### src/rtl/hyper_pkg.sv
// Shared constants, hex encoder and FSM state type for the command-RAM dump/loader path.
// Pure definitions: no latency, no flow control.
package hyper_pkg;

  localparam int DIVIDER_DEFAULT = 19999;

  localparam logic [7:0] CHR_CR    = 8'h0D;
  localparam logic [7:0] CHR_LF    = 8'h0A;
  localparam logic [7:0] CHR_COLON = 8'h3A;
  localparam logic [7:0] CHR_SPACE = 8'h20;

  typedef enum logic [2:0] {
    ST_IDLE,
    ST_FETCH,
    ST_LATCH,
    ST_SEND,
    ST_NEXT
  } dump_state_t;

  // Uppercase only, so HyperTerminal output matches the loader's input format.
  function automatic logic [7:0] hex2ascii(input logic [3:0] nibble);
    return (nibble < 4'd10) ? (8'h30 + {4'h0, nibble}) : (8'h37 + {4'h0, nibble});
  endfunction

endpackage

### src/rtl/uart_tx_byte.sv
// uart_tx_byte: 8N1 serializer, LSB first, DIVIDER+1 clk_48 cycles per bit.
// Latency: tx drops to the start bit on the edge that accepts valid && ready.
// ready is high when idle and in the last stop-bit cycle, so frames can abut.
module uart_tx_byte
  import hyper_pkg::*;
#(
  parameter int DIVIDER = DIVIDER_DEFAULT
) (
  input  logic       clk_48,
  input  logic       rst,
  input  logic [7:0] data,
  input  logic       valid,
  output logic       ready,
  output logic       tx
);

  localparam int DW = (DIVIDER < 1) ? 1 : $clog2(DIVIDER + 1);

  logic          r_busy;
  logic          r_tx;
  logic [8:0]    r_shift;
  logic [3:0]    r_bit;
  logic [DW-1:0] r_div;
  logic          w_bit_end;
  logic          w_load;

  assign w_bit_end = (r_div == DW'(DIVIDER));
  assign ready     = !r_busy || (w_bit_end && (r_bit == 4'd9));
  assign w_load    = valid && ready;
  assign tx        = r_tx;

  // r_shift holds the bits still to go out after the start bit; its MSB is the stop bit.
  always_ff @(posedge clk_48) begin
    if (rst) begin
      r_busy  <= 1'b0;
      r_tx    <= 1'b1;
      r_shift <= '1;
      r_bit   <= '0;
      r_div   <= '0;
    end else if (w_load) begin
      r_busy  <= 1'b1;
      r_tx    <= 1'b0;
      r_shift <= {1'b1, data};
      r_bit   <= '0;
      r_div   <= '0;
    end else if (r_busy) begin
      if (w_bit_end) begin
        r_div <= '0;
        if (r_bit == 4'd9) begin
          r_busy <= 1'b0;
        end else begin
          r_tx    <= r_shift[0];
          r_shift <= {1'b1, r_shift[8:1]};
          r_bit   <= r_bit + 4'd1;
        end
      end else begin
        r_div <= r_div + 1'b1;
      end
    end
  end

endmodule

### src/rtl/hyper_dump.sv
// hyper_dump: sends RAM words 0..last_addr as "ABCD\r\n" lines; HYPER_DUMP_ADDR_EN adds an "AAA: " prefix.
// Latency: start sampled -> start bit 3 cycles; line period chars*10*(DIVIDER+1)+3 cycles.
// No backpressure: start is only taken in IDLE, requests while busy are dropped.
module hyper_dump
  import hyper_pkg::*;
#(
  parameter int DIVIDER = DIVIDER_DEFAULT,
  parameter int ADDR_W  = 10,
  parameter int DATA_W  = 16
) (
  input  logic              clk_48,
  input  logic              rst,
  input  logic              start,
  input  logic [ADDR_W-1:0] last_addr,
  output logic [ADDR_W-1:0] addr,
  input  logic [DATA_W-1:0] rd_data,
  output logic              tx,
  output logic              busy,
  output logic              done
);

  dump_state_t       r_state;
  logic [ADDR_W-1:0] r_addr;
  logic [ADDR_W-1:0] r_last;
  logic [DATA_W-1:0] r_word;
  logic [3:0]        r_idx;
  logic              r_busy;
  logic              r_done;
  logic [7:0]        w_char;
  logic              w_valid;
  logic              w_ready;

`ifdef HYPER_DUMP_ADDR_EN
  localparam logic [3:0] LAST_IDX = 4'd10;
  logic [11:0] w_addr12;
  assign w_addr12 = {2'b00, r_addr[9:0]};
`else
  localparam logic [3:0] LAST_IDX = 4'd5;
`endif

  always_comb begin
    w_char = CHR_LF;
    case (r_idx)
`ifdef HYPER_DUMP_ADDR_EN
      4'd0:    w_char = hex2ascii(w_addr12[11:8]);
      4'd1:    w_char = hex2ascii(w_addr12[7:4]);
      4'd2:    w_char = hex2ascii(w_addr12[3:0]);
      4'd3:    w_char = CHR_COLON;
      4'd4:    w_char = CHR_SPACE;
      4'd5:    w_char = hex2ascii(r_word[15:12]);
      4'd6:    w_char = hex2ascii(r_word[11:8]);
      4'd7:    w_char = hex2ascii(r_word[7:4]);
      4'd8:    w_char = hex2ascii(r_word[3:0]);
      4'd9:    w_char = CHR_CR;
`else
      4'd0:    w_char = hex2ascii(r_word[15:12]);
      4'd1:    w_char = hex2ascii(r_word[11:8]);
      4'd2:    w_char = hex2ascii(r_word[7:4]);
      4'd3:    w_char = hex2ascii(r_word[3:0]);
      4'd4:    w_char = CHR_CR;
`endif
      default: w_char = CHR_LF;
    endcase
  end

  assign w_valid = (r_state == ST_SEND);

  // NEXT overlaps the LF frame and acts on its last stop-bit cycle, keeping the inter-line gap at 3 cycles.
  always_ff @(posedge clk_48) begin
    if (rst) begin
      r_state <= ST_IDLE;
      r_addr  <= '0;
      r_last  <= '0;
      r_word  <= '0;
      r_idx   <= '0;
      r_busy  <= 1'b0;
      r_done  <= 1'b0;
    end else begin
      r_done <= 1'b0;
      case (r_state)
        ST_IDLE: begin
          if (start) begin
            r_busy  <= 1'b1;
            r_last  <= last_addr;
            r_addr  <= '0;
            r_state <= ST_FETCH;
          end
        end
        ST_FETCH: r_state <= ST_LATCH;
        ST_LATCH: begin
          r_word  <= rd_data;
          r_idx   <= '0;
          r_state <= ST_SEND;
        end
        ST_SEND: begin
          if (w_ready) begin
            if (r_idx == LAST_IDX) r_state <= ST_NEXT;
            else r_idx <= r_idx + 4'd1;
          end
        end
        ST_NEXT: begin
          if (w_ready) begin
            if (r_addr == r_last) begin
              r_done  <= 1'b1;
              r_busy  <= 1'b0;
              r_state <= ST_IDLE;
            end else begin
              r_addr  <= r_addr + ADDR_W'(1);
              r_state <= ST_FETCH;
            end
          end
        end
        default: r_state <= ST_IDLE;
      endcase
    end
  end

  uart_tx_byte #(
    .DIVIDER (DIVIDER)
  ) u_tx (
    .clk_48 (clk_48),
    .rst    (rst),
    .data   (w_char),
    .valid  (w_valid),
    .ready  (w_ready),
    .tx     (tx)
  );

  assign addr = r_addr;
  assign busy = r_busy;
  assign done = r_done;

endmodule

### config.mk
export PLATFORM = sky130hd
export DESIGN_NAME = hyper_dump
export DESIGN_NICKNAME = d
export VERILOG_FILES = /design/src/rtl/hyper_pkg.sv /design/src/rtl/uart_tx_byte.sv /design/src/rtl/hyper_dump.sv
export SDC_FILE = /design/constraint.sdc
export NUM_CORES = 1
export LEC_CHECK = 0
export ABC_AREA = 1
export CORE_UTILIZATION = 55
export DETAILED_ROUTE_END_ITERATION = 8
export PLACE_DENSITY = 0.78
export SLEW_MARGIN = 0
export SYNTH_ARGS = -nofsm -noshare
export SYNTH_HDL_FRONTEND = slang
export SYNTH_SLANG_ARGS = --single-unit
### constraint.sdc
create_clock -name clk_48 -period 2.15 [get_ports clk_48]
set_clock_uncertainty 0.05 [all_clocks]
set_input_delay 0.3225 -clock clk_48 [delete_from_list [all_inputs] [get_ports clk_48]]
set_output_delay 0.3225 -clock clk_48 [all_outputs]
set_load 0.05 [all_outputs]
==> reports/metrics.csv <==
metric,value,unit
routed via count,3975,
Worst EP required,1.78,ns
"CTS clk-pin slew, worst paths",0.07,ns
crit path kind,flop to output pin,
H-tree Lvls,3,
Slew Limit Fails,0,
layout cell share with drive strength beyond 1,9.40,%
"top cells by area, synth","dfxtp_1 35%, nand2_1 12%, inv_1 7.4%, o21ai_0 6.7%, nor2_1 5.2%",
Yosys top cell by area,dfxtp_1,
Detailed Route Iter0 Violations,164,
crit path cell chain,clkdlybuf4s50_1,
die area,8070,um2
Total Routing Usage GR,24.3,%
kind of end point of the critical path,output pin,
utilization after layout,67.0,%
status,"finished, final reports clean",
IO buf count,41,
Post-synth top cells,"137 x nand2_1, 84 x inv_1, 74 x dfxtp_1, 59 x nor2_1, 57 x o21ai_0",
syn nets,666,
maximum VDD drop,0.587,mV
first-pass GRT wire length,16.2,mm
min Tclk post-route,2.06,ns
drt first pass iters,4,
vias per inst,5.17,
sequential fraction of the synthesis area,34.9,%
initial antenna violation count,0,
Fmax,486,MHz
detailed placer's ending HPWL,6.81,mm
CP max stage delay,0.86,ns
PD cells,796,nW/um2
clk root buf,clkbuf_8,
type of origin of the critical path,flop,
Yosys reg bits,74,
number of global-route vias before repair,3820,
Fin Setup TNS,0,ns
total CTS buffers,9,
Mapped Cells,625,
Final GP Congestion,0.965,
diode count,0,
post-synth cell types,39,
die width,89.8,um
crit-path leading delay family,buffers and inverters,
data arrival time of the critical path,1.69,ns
worst-skew pair later-pin latency,0.35,ns
IO Pins,42,
Post-CTS Hold Buffers,0,
worst path bufs/invs,1,
crit path max fanout,7,
Synth Area per Inst,6.79,um2
Tcrit/Tclk final,95.7,%
Mapped Area,4240,um2
gr ovfl total,0,
number of synthesized flops with an enable pin,0,
# setup viols final,0,
DRT Wirelength,9.22,mm
largest net degree at the start of global routing,38,
worst-margin pin slew,0.580,ns
CORE AREA,7370,um2
CTS tree,yes,
Worst slew margin,60.9,%
max-cap violation count,0,
"Cell Area, Placed",4710,um2
final hold violations,0,
"Async S/R FF share, synth",0,%
Starting Density,57.6,%
cell with the most instances after synthesis,nand2_1,
fill count,667,
"Primary FF master, synth",dfxtp_1,
unrepaired setup endpoints after global routing,no,
clk buf depth,2,
total clock sinks,74,
row cnt,31,
count of nets after finishing,706,
chip height,89.8,um
top cell type's share of synthesized area,34.9,%
"Design Area, Final",4940,um2
Post-route DRC,0,
Post-DRT Antenna Nets,0,
Layout area overhead,16.4,%
Leak,2.06,nW
"Warnings, synthesis",0,
hold crit path type,flop to flop,
routed wirelength normalized by instance count,12.0,um
"Max stage delay cell, worst path",clkdlybuf4s50_1,
## state kept, by name, summed over array words and instances (netlist names), 3 cells and up
| signal | flops |
|---|---|
| r_word | 16 |
| u_tx.r_div | 15 |
| addr | 10 |
| r_last | 10 |
| u_tx.r_shift | 8 |
| r_idx | 4 |
| u_tx.r_bit | 4 |
| r_state | 3 |
## through the flow
stage               hold WS, ns  power [mW]  instances  worst slack, ns
global placement          0.403        2.79        752            0.265
global route              0.442        4.20        769          0.00990
detailed placement        0.403        2.83        752            0.167
floorplan                 0.379        2.54        625            0.174
finish                    0.419        3.93        769           0.0921
CTS                       0.419        3.90        768           0.0553
## kinds of logic after synthesis
family          Yosys count  synth area share (%)
buf+inv                 106                  10.2
compound gates          121                  15.4
fa+ha+maj                12                  3.54
xor+xnor                 20                  4.13
flops                    74                  34.9
simple gates            292                  31.8
## final timing paths
kind / startpoint / to / slack [ns] / cells past startpoint
setup / recovery: addr[0] / addr[0] / 0.09 / 1
hold / removal: r_last[1] / r_last[1] / 0.42 / 2
setup reg to reg: u_tx.r_div[0] / u_tx.r_div[0] / 0.17 / 11
hold reg to reg: r_last[1] / r_last[1] / 0.42 / 2
## cell usage in the layout (no fill, tap or decap), drive strengths merged, types with 2 or more instances in the layout
cell,instances
clkbuf,15
xor2,15
xnor2,5
clkdlybuf4s50,41
nand4,10
nor3,8
nor2,67
dfxtp,74
ha,12
inv,87
or2,4
nor3b,4
a21oi,50
a31oi,2
nand3,46
o21ai,62
a211oi,2
nand2,152
buf,7
## power breakdown
part,switching [mW],internal (mW),leakage [nW],total (mW)
Sequential,0.122,1.53,0.603,1.65
Combinational,0.763,0.431,1.35,1.19
Clock,0.511,0.577,0.106,1.09
## cell type report
class	instances	area, um2	share of cell area [%]
Inverter	87	327	6.61
Clock buffer	15	196	3.98
Tap cell	99	124	2.51
Multi-Input combinational cell	445	2330	47.1
Timing Repair Buffer	48	475	9.63
Clock inverter	1	5.00	0.101
Sequential cell	74	1480	30.0
## metal layers
metal  part of all wire (%)  vias up  GRT usage (%)
li1                       -     2092              -
met1                     47     1779           30.8
met2                     47       84           40.0
met3                    4.5       20           4.06
met4                    2.0        0           11.7
met5                      0        -              0
## what timing repair did
item,in CTS,in global routing
setup buffers,0,1
endpoints found under the setup margin,0,7
resized for setup,0,1
(Power assumes the default switching activity.)
